<file path="src/rtl/minall_seq.sv">
// ---------------------------------------------------------------------------
// minall_seq
//   Multi-cycle reduction sequencer. It sweeps a block of data-memory words,
//   one read per cycle, and folds them into a 16-bit accumulator through the
//   external ALU. It supports ADD, XOR, MIN and MINALL. MIN and MINALL behave
//   the same way. The final value is reported with a one-cycle done pulse.
//
// Ports
//   clk        : system clock, rising edge
//   reset      : synchronous, active-high
//   start      : request, sampled only while idle
//   op         : reduction opcode (0010 ADD, 0011 XOR, 0100 MIN, 0111 MINALL)
//   base_addr  : address of the first word
//   count      : number of words, 0 .. 2^ADDR_W
//   mem_rd_en  : data-memory read strobe
//   mem_addr   : data-memory read address (wraps modulo 2^ADDR_W)
//   mem_rdata  : read data, valid one cycle after mem_rd_en
//   alu_ins    : registered ALU opcode
//   alu_a      : running accumulator presented to the ALU
//   alu_b      : memory word presented to the ALU
//   alu_out    : combinational ALU result
//   busy       : high whenever the sequencer is not idle
//   done       : one-cycle completion pulse
//   err        : pulses with done when the opcode was unsupported
//   result     : final value, held until the next accepted start
// ---------------------------------------------------------------------------
module minall_seq #(
  parameter int ADDR_W = 8
) (
  input  logic              clk,
  input  logic              reset,
  input  logic              start,
  input  logic [3:0]        op,
  input  logic [ADDR_W-1:0] base_addr,
  input  logic [ADDR_W:0]   count,
  output logic              mem_rd_en,
  output logic [ADDR_W-1:0] mem_addr,
  input  logic [15:0]       mem_rdata,
  output logic [3:0]        alu_ins,
  output logic [15:0]       alu_a,
  output logic [15:0]       alu_b,
  input  logic [15:0]       alu_out,
  output logic              busy,
  output logic              done,
  output logic              err,
  output logic [15:0]       result
);

  localparam logic [3:0] OP_ADD    = 4'b0010;
  localparam logic [3:0] OP_XOR    = 4'b0011;
  localparam logic [3:0] OP_MIN    = 4'b0100;
  localparam logic [3:0] OP_MINALL = 4'b0111;

  localparam logic [ADDR_W:0]   CNT_ONE  = 1;
  localparam logic [ADDR_W-1:0] ADDR_ONE = 1;

  typedef enum logic [1:0] {
    S_IDLE,
    S_RUN,
    S_DRAIN,
    S_DONE
  } state_t;

  state_t            state;
  logic [15:0]       acc;
  logic [ADDR_W:0]   remaining;
  logic              rd_valid;
  logic              op_legal;
  logic [15:0]       op_identity;

  // Decode the requested opcode into legality and the fold identity. MIN
  // starts from all-ones so that the first word always wins.
  always_comb begin
    op_legal    = 1'b0;
    op_identity = 16'h0000;
    case (op)
      OP_ADD, OP_XOR: begin
        op_legal    = 1'b1;
        op_identity = 16'h0000;
      end
      OP_MIN, OP_MINALL: begin
        op_legal    = 1'b1;
        op_identity = 16'hFFFF;
      end
      default: begin
        op_legal    = 1'b0;
        op_identity = 16'h0000;
      end
    endcase
  end

  assign alu_a = acc;
  assign alu_b = mem_rdata;
  assign busy  = (state != S_IDLE);

  // Sequencer. The remaining counter holds how many more reads must be issued
  // after the one currently on the bus, so RUN leaves when it reaches zero.
  // rd_valid trails mem_rd_en by one cycle, which marks the cycles where
  // mem_rdata carries a word to fold into the accumulator.
  always_ff @(posedge clk) begin
    if (reset) begin
      state     <= S_IDLE;
      mem_rd_en <= 1'b0;
      mem_addr  <= '0;
      alu_ins   <= 4'b0000;
      acc       <= 16'h0000;
      remaining <= '0;
      rd_valid  <= 1'b0;
      done      <= 1'b0;
      err       <= 1'b0;
      result    <= 16'h0000;
    end else begin
      done     <= 1'b0;
      err      <= 1'b0;
      rd_valid <= mem_rd_en;

      if (rd_valid) begin
        acc <= alu_out;
      end

      case (state)
        S_IDLE: begin
          if (start) begin
            if (op_legal) begin
              alu_ins <= op;
              acc     <= op_identity;
              if (count == '0) begin
                result <= op_identity;
                done   <= 1'b1;
                state  <= S_DONE;
              end else begin
                mem_rd_en <= 1'b1;
                mem_addr  <= base_addr;
                remaining <= count - CNT_ONE;
                state     <= S_RUN;
              end
            end else begin
              // Unsupported opcode: report without touching acc, result or
              // alu_ins, so the ALU never sees an illegal opcode.
              done  <= 1'b1;
              err   <= 1'b1;
              state <= S_DONE;
            end
          end
        end

        S_RUN: begin
          if (remaining != '0) begin
            remaining <= remaining - CNT_ONE;
            mem_addr  <= mem_addr + ADDR_ONE;
          end else begin
            mem_rd_en <= 1'b0;
            state     <= S_DRAIN;
          end
        end

        S_DRAIN: begin
          // The last word is on mem_rdata now; acc takes it through rd_valid.
          result <= alu_out;
          done   <= 1'b1;
          state  <= S_DONE;
        end

        S_DONE: begin
          state <= S_IDLE;
        end

        default: begin
          state <= S_IDLE;
        end
      endcase
    end
  end

endmodule

</file>
<file path="config.mk">
export PLATFORM = sky130hd
export DESIGN_NAME = minall_seq
export DESIGN_NICKNAME = d
export VERILOG_FILES = /design/src/rtl/minall_seq.sv
export SDC_FILE = /design/constraint.sdc
export NUM_CORES = 1
export LEC_CHECK = 0
export BUFFER_PORTS_ARGS = -buffer_cell sky130_fd_sc_hd__clkbuf_2
export CORE_UTILIZATION = 30
export DETAILED_ROUTE_END_ITERATION = 8
export GPL_ROUTABILITY_DRIVEN = 0
export PLACE_DENSITY_LB_ADDON = 0.08
export SETUP_SLACK_MARGIN = 0.15
export SYNTH_ARGS = -nofsm -noshare
export SYNTH_HDL_FRONTEND = slang
export SYNTH_SLANG_ARGS = --single-unit
</file>
<file path="constraint.sdc">
create_clock -name clk -period 4.2 [get_ports clk]
set_input_delay 0.21 -clock clk [delete_from_list [all_inputs] [get_ports clk]]
set_output_delay 0.21 -clock clk [all_outputs]
set_load 0.02 [all_outputs]
</file>
==> qor.csv, run 1 <==
stage,metric,value,unit
layout,antenna_cells,0,
clock_network,postCtsHoldBufs,0,
worst_hold_path,hold_path_class,input port to flip-flop,
sta,hold_ws,0.153,ns
layout,nets,505,
sta,worstMarginPinSlew,0.843,ns
clock_network,clk_path_buf_depth,2,
floorplanning,num_rows,37,
sta,rsz0062_at_grt,false,
layout,fillCellCount,1099,
global_route,grt_pass1_vias,2884,
drt,ant_nets,0,
logic_synthesis,yosys_warnings,0,
critical_path,r2r_slack,1.39,ns
critical_path,end_kind,flip-flop,
clock_network,insertion_delay,0.34,ns
global_route,grt_util_met1,0.212,
floorplanning,fp.dieW,105,um
logic_synthesis,ys_seq_area_frac,0.373,
drt,dr_total_vias,2913,
flow_run,drv_cap,0,
clock_network,h-tree-depth,3,
sta,slew_violations,0,
logic_synthesis,yosysMostFrequentCell,dfxtp_1,
critical_path,setup.worst_path.class,flip-flop to flip-flop,
critical_path,crit_fanout,21,
global_route,top_usage_layer,met2,
critical_path,critPathLaunch,state[1]$_SDFFE_PP0P_,
critical_path,required,4.47,ns
sta,maxSlewHeadroom,0.438,
critical_path,worstSetupEndpoint,remaining[6]$_SDFFE_PP0P_,
logic_synthesis,syn_avg_cell_area,8.34,um^2
placement,dpl-instance-area,3590,um^2
pwr,leakage,1.53,nW
clock_network,cts.sinks,59,
clock_network,root_buffer,clkbuf_8,
logic_synthesis,syn_area,3170,um^2
sta,fmax,0.356,GHz
logic_synthesis,synth.top_cell.area_share,0.373,
logic_synthesis,post-synth-top-area-cell,dfxtp_1,
logic_synthesis,synth-seq-cells,59,
layout,final_layout_size_suffix_gt1_frac,0.320,
global_route,grtUsageTotal,0.171,
global_route,met2_usage,0.287,
floorplanning,io_pins,120,
placement,port-buffer-count,87,
critical_path,worstSetupStartpointType,flip-flop,
floorplanning,initial_core_util,0.308,
clock_network,numCtsBuffers,9,
logic_synthesis,synth_common_cells,"dfxtp_1, a21oi_1, nand2_1, nor2_1, clkbuf_1",
placement,dp_hpwl,6.16,mm
logic_synthesis,synth.net_count,442,
critical_path,cp_data_arrival_time,3.08,ns
global_route,antenna_found_initial,0,
drt,detailedRoute.firstPassIterationCount,4,
global_route,use_met3,0.0430,
clock_network,cts_tree,done,
logic_synthesis,netlist_instances,380,
floorplanning,die_area,11000,um^2
global_route,grt_max_degree,42,
floorplanning,die_h,105,um
outcome,status,"complete, no violations",
logic_synthesis,yosys-top-cells-area,"dfxtp_1, a21oi_1, mux2_2",
drt,route.detailed.drc,0,
critical_path,r2r-start,state[1]$_SDFFE_PP0P_,
logic_synthesis,synth_cell_type_count,55,
layout,final_cell_area,3790,um^2
sta,tns,0,ns
sta,post-route-period-util,0.668,
drt,drt-initial-drc-count,65,
logic_synthesis,async_flop_share,0,
pwr,ir_worst_vdd,0.267,mV
critical_path,worst_r2r_path_depth,10,
global_route,grt_pass1_wl,14.8,mm
sta,skew,0.00903,ns
pwr,cellPowerDensity,628,nW/um^2
drt,wl,8.91,mm
global_route,grt_overflow_total,0,
floorplanning,core,10300,um^2
logic_synthesis,ys.flop_type,dfxtp_1,
clock_network,path_clk_slew,0.07,ns
clock_network,post_cts_buffers,0,
sta,setup_viol,0,
layout,syn_to_final_growth,19.5,%
drt,detail_route.wl_per_cell,15.3,um
clock_network,postCtsResizedCells,0,
logic_synthesis,synth_edf_count,0,
drt,routed_via_density,5.00,
sta,hold_viol,0,
sta,post-route-min-period,2.81,ns
critical_path,r2r-end,remaining[6]$_SDFFE_PP0P_,
-- cell families after synthesis --
group                    Yosys count  synth area share
AND/OR/NAND/NOR                  122             0.187
AO/OA/AOI/OAI                    114             0.235
flip-flops                        59             0.373
buffers and inverters             52            0.0912
multiplexers                      24            0.0825
adder cells (fa/ha/maj)            6            0.0237
XOR/XNOR                           3           0.00829
-- power breakdown --
part	total, mW	switching, mW	internal (mW)
sequential	0.790	0.107	0.682
clock	0.548	0.246	0.302
combinational	1.04	0.648	0.394
total	2.38	1.00	1.38
-- sequential cells by signal, summed over array words and instances (netlist names) --
name / count
result: 16
state: 2
mem_rd_en: 1
alu_a: 16
rd_valid: 1
err: 1
alu_ins: 4
done: 1
remaining: 9
mem_addr: 8
-- per-stage QoR --
stage	power, mW	utilization	cells	worst slack (ns)
2_1_floorplan	1.59	-	380	1.57
3_3_place_gp	1.85	0.349	568	1.54
3_5_place_dp	1.85	0.349	568	1.46
4_1_cts	2.41	0.369	583	1.41
5_1_grt	2.56	0.369	583	1.16
6_report	2.38	0.369	583	1.39
-- routing by layer --
layer | vias up | part of all wire
met3 | 10 | 0.050
met1 | 1338 | 0.47
li1 | 1491 | -
met4 | 0 | 0.011
met2 | 74 | 0.47
met5 | - | 0
-- critical path, stage by stage (launching register included) --
cell and delay, ns:
dfxtp_1 0.33, inv_1 0.10, ha_1 0.42, buf_4 0.34, mux2i_1 0.29, ha_1 0.30, o21ai_0 0.21, nor3_1 0.22
xnor2_1 0.09, a211o_1 0.31, a21oi_2 0.12
-- cell usage in the layout, fill, tap and decap left out, types with 2 or more instances in the layout --
cell / n
or4_1: 2
clkbuf_2: 87
o32ai_1: 3
nor4_1: 9
nor2b_1: 5
a32o_1: 2
buf_4: 8
o211ai_1: 2
mux2i_1: 7
o21ai_0: 11
and3_1: 2
a21oi_1: 54
clkinvlp_4: 2
xnor2_1: 2
or3_1: 2
a21o_1: 3
inv_1: 9
a21oi_2: 3
ha_1: 6
a211oi_1: 20
nand3_1: 5
clkbuf_8: 11
a211o_1: 3
nand2_1: 35
a22oi_1: 2
nor3_1: 17
nor2_1: 32
a31o_2: 2
dfxtp_1: 59
mux2_2: 17
-- area by class of cell --
type | instances | area, um^2 | share of cell area
sequential | 59 | 1180 | 0.312
tap | 136 | 170 | 0.0449
clock buffer | 11 | 151 | 0.0400
timing repair buffer | 95 | 495 | 0.131
inverter | 9 | 33.8 | 0.00892
clock inverter | 4 | 50.0 | 0.0132
multi-input combinational | 269 | 1710 | 0.450
-- worst min-delay path by stage --
stage | from | end | slack, ns | cells after the start
2_1_floorplan | op[0] | alu_ins[0]$_SDFFE_PP0P_ | 0.35 | 2
3_3_place_gp | mem_rdata[13] | alu_b[13] | 0.42 | 0
3_5_place_dp | mem_rdata[13] | alu_b[13] | 0.42 | 0
4_1_cts | base_addr[0] | mem_addr[0]$_SDFFE_PP0P_ | 0.14 | 3
5_1_grt | base_addr[0] | mem_addr[0]$_SDFFE_PP0P_ | 0.16 | 3
6_report | base_addr[0] | mem_addr[0]$_SDFFE_PP0P_ | 0.15 | 3
No activity file was read; power rests on OpenSTA's default activity.
==> inputs of run 2 (changes only) <==
clock period = 2.6 ns   (was 4.2 ns; I/O delays follow)
==> qor.csv, run 2 (synthesized netlist as in run 1, its figures left out) <==
stage,metric,value,unit,change
critical_path,cp_data_arrival_time,2.47,ns,-0.61 ns
drt,detailedRoute.firstPassIterationCount,4,,unchanged
drt,ant_nets,0,,unchanged
critical_path,end_kind,flip-flop,,
sta,post-route-period-util,0.849,,+0.180
clock_network,h-tree-depth,3,,unchanged
layout,syn_to_final_growth,20.5,%,
sta,fmax,0.453,GHz,+27%
global_route,grt_pass1_wl,14.7,mm,-0.89%
worst_hold_path,hold_path_class,input port to flip-flop,,
flow_run,drv_cap,0,,unchanged
drt,dr_total_vias,2982,,+2.4%
global_route,grtUsageTotal,0.168,,-0.00239
layout,final_common_cell,clkbuf_2,,
floorplanning,io_pins,120,,unchanged
clock_network,postCtsHoldBufs,0,,unchanged
placement,port-buffer-count,87,,unchanged
layout,nets,513,,+1.6%
layout,antenna_cells,0,,unchanged
sta,maxSlewHeadroom,0.434,,-0.00418
layout,final_cell_mix,"clkbuf_2, dfxtp_1, a21oi_1",,
sta,rsz0062_at_grt,false,,
clock_network,insertion_delay,0.33,ns,about the same
critical_path,worstSetupStartpointType,flip-flop,,
clock_network,root_buffer,clkbuf_8,,
drt,wl,8.90,mm,about the same
pwr,leakage,1.56,nW,+1.8%
floorplanning,die_h,105,um,unchanged
clock_network,clk_path_buf_depth,2,,unchanged
worst_hold_path,hold_depth,3,,unchanged
placement,dpl-instance-area,3650,um^2,+1.7%
sta,hold_ws,0.0820,ns,-0.0708 ns
placement,dp_hpwl,6.33,mm,+2.7%
global_route,grt_max_degree,36,,-14%
sta,setup_viol,0,,unchanged
drt,detail_route.wl_per_cell,15.1,um,-1.4%
floorplanning,initial_core_util,0.308,,unchanged
floorplanning,die_area,11000,um^2,unchanged
sta,tns,0,ns,unchanged
layout,multi_input_area,1710,um^2,+0.37%
outcome,status,"complete, no violations",,
clock_network,numCtsBuffers,9,,unchanged
layout,fillCellCount,1124,,+2.3%
sta,hold_viol,0,,unchanged
clock_network,path_clk_slew,0.07,ns,about the same
critical_path,worst_r2r_path_depth,9,,-1
sta,post-route-min-period,2.21,ns,-0.600 ns
sta,worstMarginPinSlew,0.848,ns,+0.00511 ns
clock_network,cts_tree,done,,
global_route,antenna_found_initial,0,,unchanged
critical_path,crit_fanout,19,,-9.5%
layout,regArea,1180,um^2,unchanged
pwr,ir_worst_vdd,0.419,mV,+57%
global_route,grt_overflow_total,0,,unchanged
global_route,grt_pass1_vias,2883,,-0.035%
floorplanning,core,10300,um^2,unchanged
clock_network,cts.sinks,59,,unchanged
floorplanning,fp.dieW,105,um,unchanged
pwr,cellPowerDensity,985,nW/um^2,+57%
drt,routed_via_density,5.05,,+0.98%
layout,final_layout_size_suffix_gt1_frac,0.334,,+0.0142
sta,slew_violations,0,,unchanged
drt,route.detailed.drc,0,,unchanged
drt,drt-initial-drc-count,87,,+34%
sta,skew,0.00987,ns,+0.000847 ns
critical_path,required,2.87,ns,-1.60 ns
critical_path,setup.worst_path.class,flip-flop to flip-flop,,
layout,final_cell_area,3820,um^2,+0.86%
floorplanning,num_rows,37,,unchanged
==> run 2: changes by cell type in the layout (fill, tap and decap cells not counted) <==
cell       before  now
bufinv_16       1    0
nor4_1          9    8
clkinv_2        1    3
buf_4           8   16
nor4_2          0    1
clkbuf_8       11   10
==> run 2: final timing paths <==
path                      startpoint                        end  slack (ns)
max            state[1]$_SDFFE_PP0P_  remaining[6]$_SDFFE_PP0P_        0.39
min                            op[0]    alu_ins[0]$_SDFFE_PP0P_        0.08
max reg2reg    state[1]$_SDFFE_PP0P_  remaining[6]$_SDFFE_PP0P_        0.39
min reg2reg  alu_ins[2]$_SDFFE_PP0P_    alu_ins[2]$_SDFFE_PP0P_        0.46
==> run 2: timing repair <==
action,in CTS,in global routing
setup buffers,0,0
gates resized for setup,0,1
setup endpoints to repair,0,1
==> run 2: report_power, final <==
part	internal [mW]	switching [mW]
clock network	0.361	0.367
logic	0.695	1.06
registers	1.10	0.176
total	2.16	1.61
==> run 2: routing by layer <==
| layer | GRT usage | routed length, um |
|---|---|---|
| met5 | 0 | 0 |
| met4 | 0.0463 | 108 |
| met2 | 0.277 | 4220 |
| met1 | 0.214 | 4200 |
| met3 | 0.0487 | 372 |
==> run 2: critical path, stage by stage (launching register included) <==
cell and delay (ns):
dfxtp_1 0.33, inv_1 0.10, ha_1 0.29, buf_4 0.28, nor3_1 0.08, o21ai_0 0.39
nor3_1 0.11, xnor2_1 0.14, a211o_1 0.31, a21oi_2 0.10
==> run 2: final cells by class <==
class,count,share of cell area
multi-input combinational,269,0.448
sequential,59,0.309
timing repair buffer,103,0.145
tap,136,0.0445
clock buffer,10,0.0360
inverter,9,0.00884
clock inverter,5,0.00786
==> run 2: per-stage QoR <==
stage / power (mW) / utilization / setup WS (ns) / cells
finish: 3.76 / 0.372 / 0.393 / 591
global placement: 3.06 / 0.355 / 0.284 / 576
global route: 4.09 / 0.372 / 0.151 / 591
detailed placement: 3.06 / 0.355 / 0.244 / 576
CTS: 3.82 / 0.371 / 0.359 / 591
floorplan: 2.58 / - / 0.184 / 380
==> inputs of run 3 (changes only) <==
clock period = 2 ns   (was 2.6 ns; I/O delays follow)
==> qor.csv, run 3 (synthesized netlist as in run 1, its figures left out) <==
stage,metric,value,unit,change
global_route,grt_max_degree,34,,-5.6%
global_route,antenna_found_initial,0,,unchanged
drt,routed_via_density,5.05,,about the same
clock_network,cts.sinks,59,,unchanged
clock_network,path_clk_slew,0.07,ns,about the same
layout,final_common_cell,clkbuf_2,,
global_route,use_met3,0.0443,,-0.00437
sta,worstMarginPinSlew,0.405,ns,-0.443 ns
global_route,grtUsageTotal,0.181,,+0.0128
pwr,leakage,1.85,nW,+19%
drt,ant_nets,0,,unchanged
global_route,grt_pass1_wl,15.7,mm,+6.9%
layout,final_cell_mix,"clkbuf_2, dfxtp_1, a21oi_1, buf_4, nand2_1",,
worst_hold_path,hold_path_class,input port to flip-flop,,
clock_network,insertion_delay,0.35,ns,+0.02 ns
clock_network,h-tree-depth,3,,unchanged
floorplanning,io_pins,120,,unchanged
sta,rsz0062_at_grt,true,,
critical_path,crit_fanout,5,,-14
flow_run,drv_cap,0,,unchanged
critical_path,worstSetupStartpointType,flip-flop,,
critical_path,end_kind,flip-flop,,
drt,dr_total_vias,3211,,+7.7%
critical_path,setup.worst_path.class,flip-flop to flip-flop,,
layout,antenna_cells,0,,unchanged
pwr,internal_power,3.59,mW,+66%
sta,slew_violations,0,,unchanged
pwr,fin_total_pwr,6.00,mW,+59%
sta,maxSlewHeadroom,0.730,,+0.296
clock_network,cts_tree,done,,
placement,dp_hpwl,6.86,mm,+8.4%
placement,dpl-instance-area,3980,um^2,+9.1%
floorplanning,die_h,105,um,unchanged
global_route,grt_pass1_vias,3067,,+6.4%
pwr,p_seq_frac,0.273,,-0.067
critical_path,required,2.29,ns,-0.58 ns
floorplanning,initial_core_util,0.308,,unchanged
pwr,power_frac_comb,0.521,,+0.054
layout,fillCellCount,1057,,-6.0%
layout,final_layout_size_suffix_gt1_frac,0.454,,+0.120
sta,fmax,0.534,GHz,+18%
global_route,top_usage_layer,met2,,
floorplanning,die_area,11000,um^2,unchanged
pwr,ir_worst_vdd,0.365,mV,-13%
sta,post-route-period-util,0.936,,+0.0870
floorplanning,core,10300,um^2,unchanged
drt,detailedRoute.firstPassIterationCount,4,,unchanged
sta,skew,0.0118,ns,+0.00194 ns
clock_network,numCtsBuffers,9,,unchanged
drt,wl,9.98,mm,+12%
sta,post-route-min-period,1.87,ns,-0.335 ns
layout,syn_to_final_growth,40.8,%,
global_route,grt_overflow_total,0,,unchanged
pwr,p_sw_frac,0.403,,-0.0239
pwr,cellPowerDensity,1340,nW/um^2,+36%
global_route,grt_util_met1,0.246,,+0.0324
global_route,met2_usage,0.275,,-0.00189
drt,detail_route.wl_per_cell,15.7,um,+4.2%
outcome,status,"complete, no violations",,
clock_network,postCtsHoldBufs,0,,unchanged
layout,nets,558,,+8.8%
floorplanning,fp.dieW,105,um,unchanged
drt,route.detailed.drc,0,,unchanged
layout,final_cell_area,4460,um^2,+17%
clock_network,clk_path_buf_depth,2,,unchanged
floorplanning,num_rows,37,,unchanged
drt,drt-initial-drc-count,160,,+84%
placement,port-buffer-count,87,,unchanged
pwr,power.net_switching,2.42,mW,+51%
sta,setup_viol,0,,unchanged
clock_network,root_buffer,clkbuf_8,,
critical_path,cp_data_arrival_time,2.16,ns,-0.31 ns
sta,hold_viol,0,,unchanged
pwr,p_clk_frac,0.205,,+0.012
==> run 3: final cells by class <==
type / count / area [um^2] / area share
flip-flops and latches: 59 / 1180 / 0.265
clock inverters: 5 / 77.6 / 0.0174
inverters: 9 / 33.8 / 0.00757
clock buffers: 10 / 138 / 0.0308
well taps: 136 / 170 / 0.0381
repair buffers: 147 / 956 / 0.214
multi-input cells: 270 / 1900 / 0.427
==> run 3: path summary, 6_finish.rpt <==
check | cells past startpoint | endpoint | slack [ns] | from
max | 9 | remaining[6]$_SDFFE_PP0P_ | 0.13 | state[0]$_SDFFE_PP0P_
min | 3 | alu_ins[0]$_SDFFE_PP0P_ | 0.04 | op[0]
max reg2reg | 9 | remaining[6]$_SDFFE_PP0P_ | 0.13 | state[0]$_SDFFE_PP0P_
min reg2reg | 2 | alu_ins[2]$_SDFFE_PP0P_ | 0.46 | alu_ins[2]$_SDFFE_PP0P_
==> run 3: critical path, stage by stage, from the launching register on <==
cell and delay [ns]:
dfxtp_2 0.33, buf_4 0.11, ha_4 0.20, mux2i_4 0.27, ha_4 0.19, o21ai_2 0.07
nor3_2 0.17, xnor2_1 0.08, a211o_1 0.27, a21oi_2 0.11
==> run 3: power groups by stage <==
stage,clock network [mW],logic (mW),registers [mW]
after CTS,1.27,2.90,1.63
final,1.23,3.13,1.64
after global placement,0,2.71,1.65
after detailed placement,0,2.72,1.65
after floorplan,0,1.61,1.86
after global routing,1.33,3.39,1.68
==> run 3: what timing repair did <==
item,4_1_cts,5_1_grt
pin swaps,5,4
setup buffers,3,5
gates cloned,1,2
endpoints found under the setup margin,32,31
gates resized for setup,10,19
hold endpoints to repair,0,0
==> run 3: metrics by stage <==
stage                     setup WS (ns)  utilization  setup TNS [ns]  instances  hold slack (ns)
final                             0.128        0.434               0        636           0.0448
after global routing            0.00929        0.434               0        636           0.0253
after CTS                        0.0739        0.419               0        629           0.0268
after detailed placement         -0.165        0.387           -1.63        610            0.200
after global placement           -0.125        0.387          -0.915        610            0.200
after floorplan                 -0.0680            -         -0.0680        380            0.244
==> run 3: layer usage <==
layer	up-vias	routed length, um	part of all wire
li1	1595	-	-
met1	1519	4840	0.49
met2	83	4540	0.45
met3	14	451	0.045
met4	0	149	0.015
met5	-	0	0
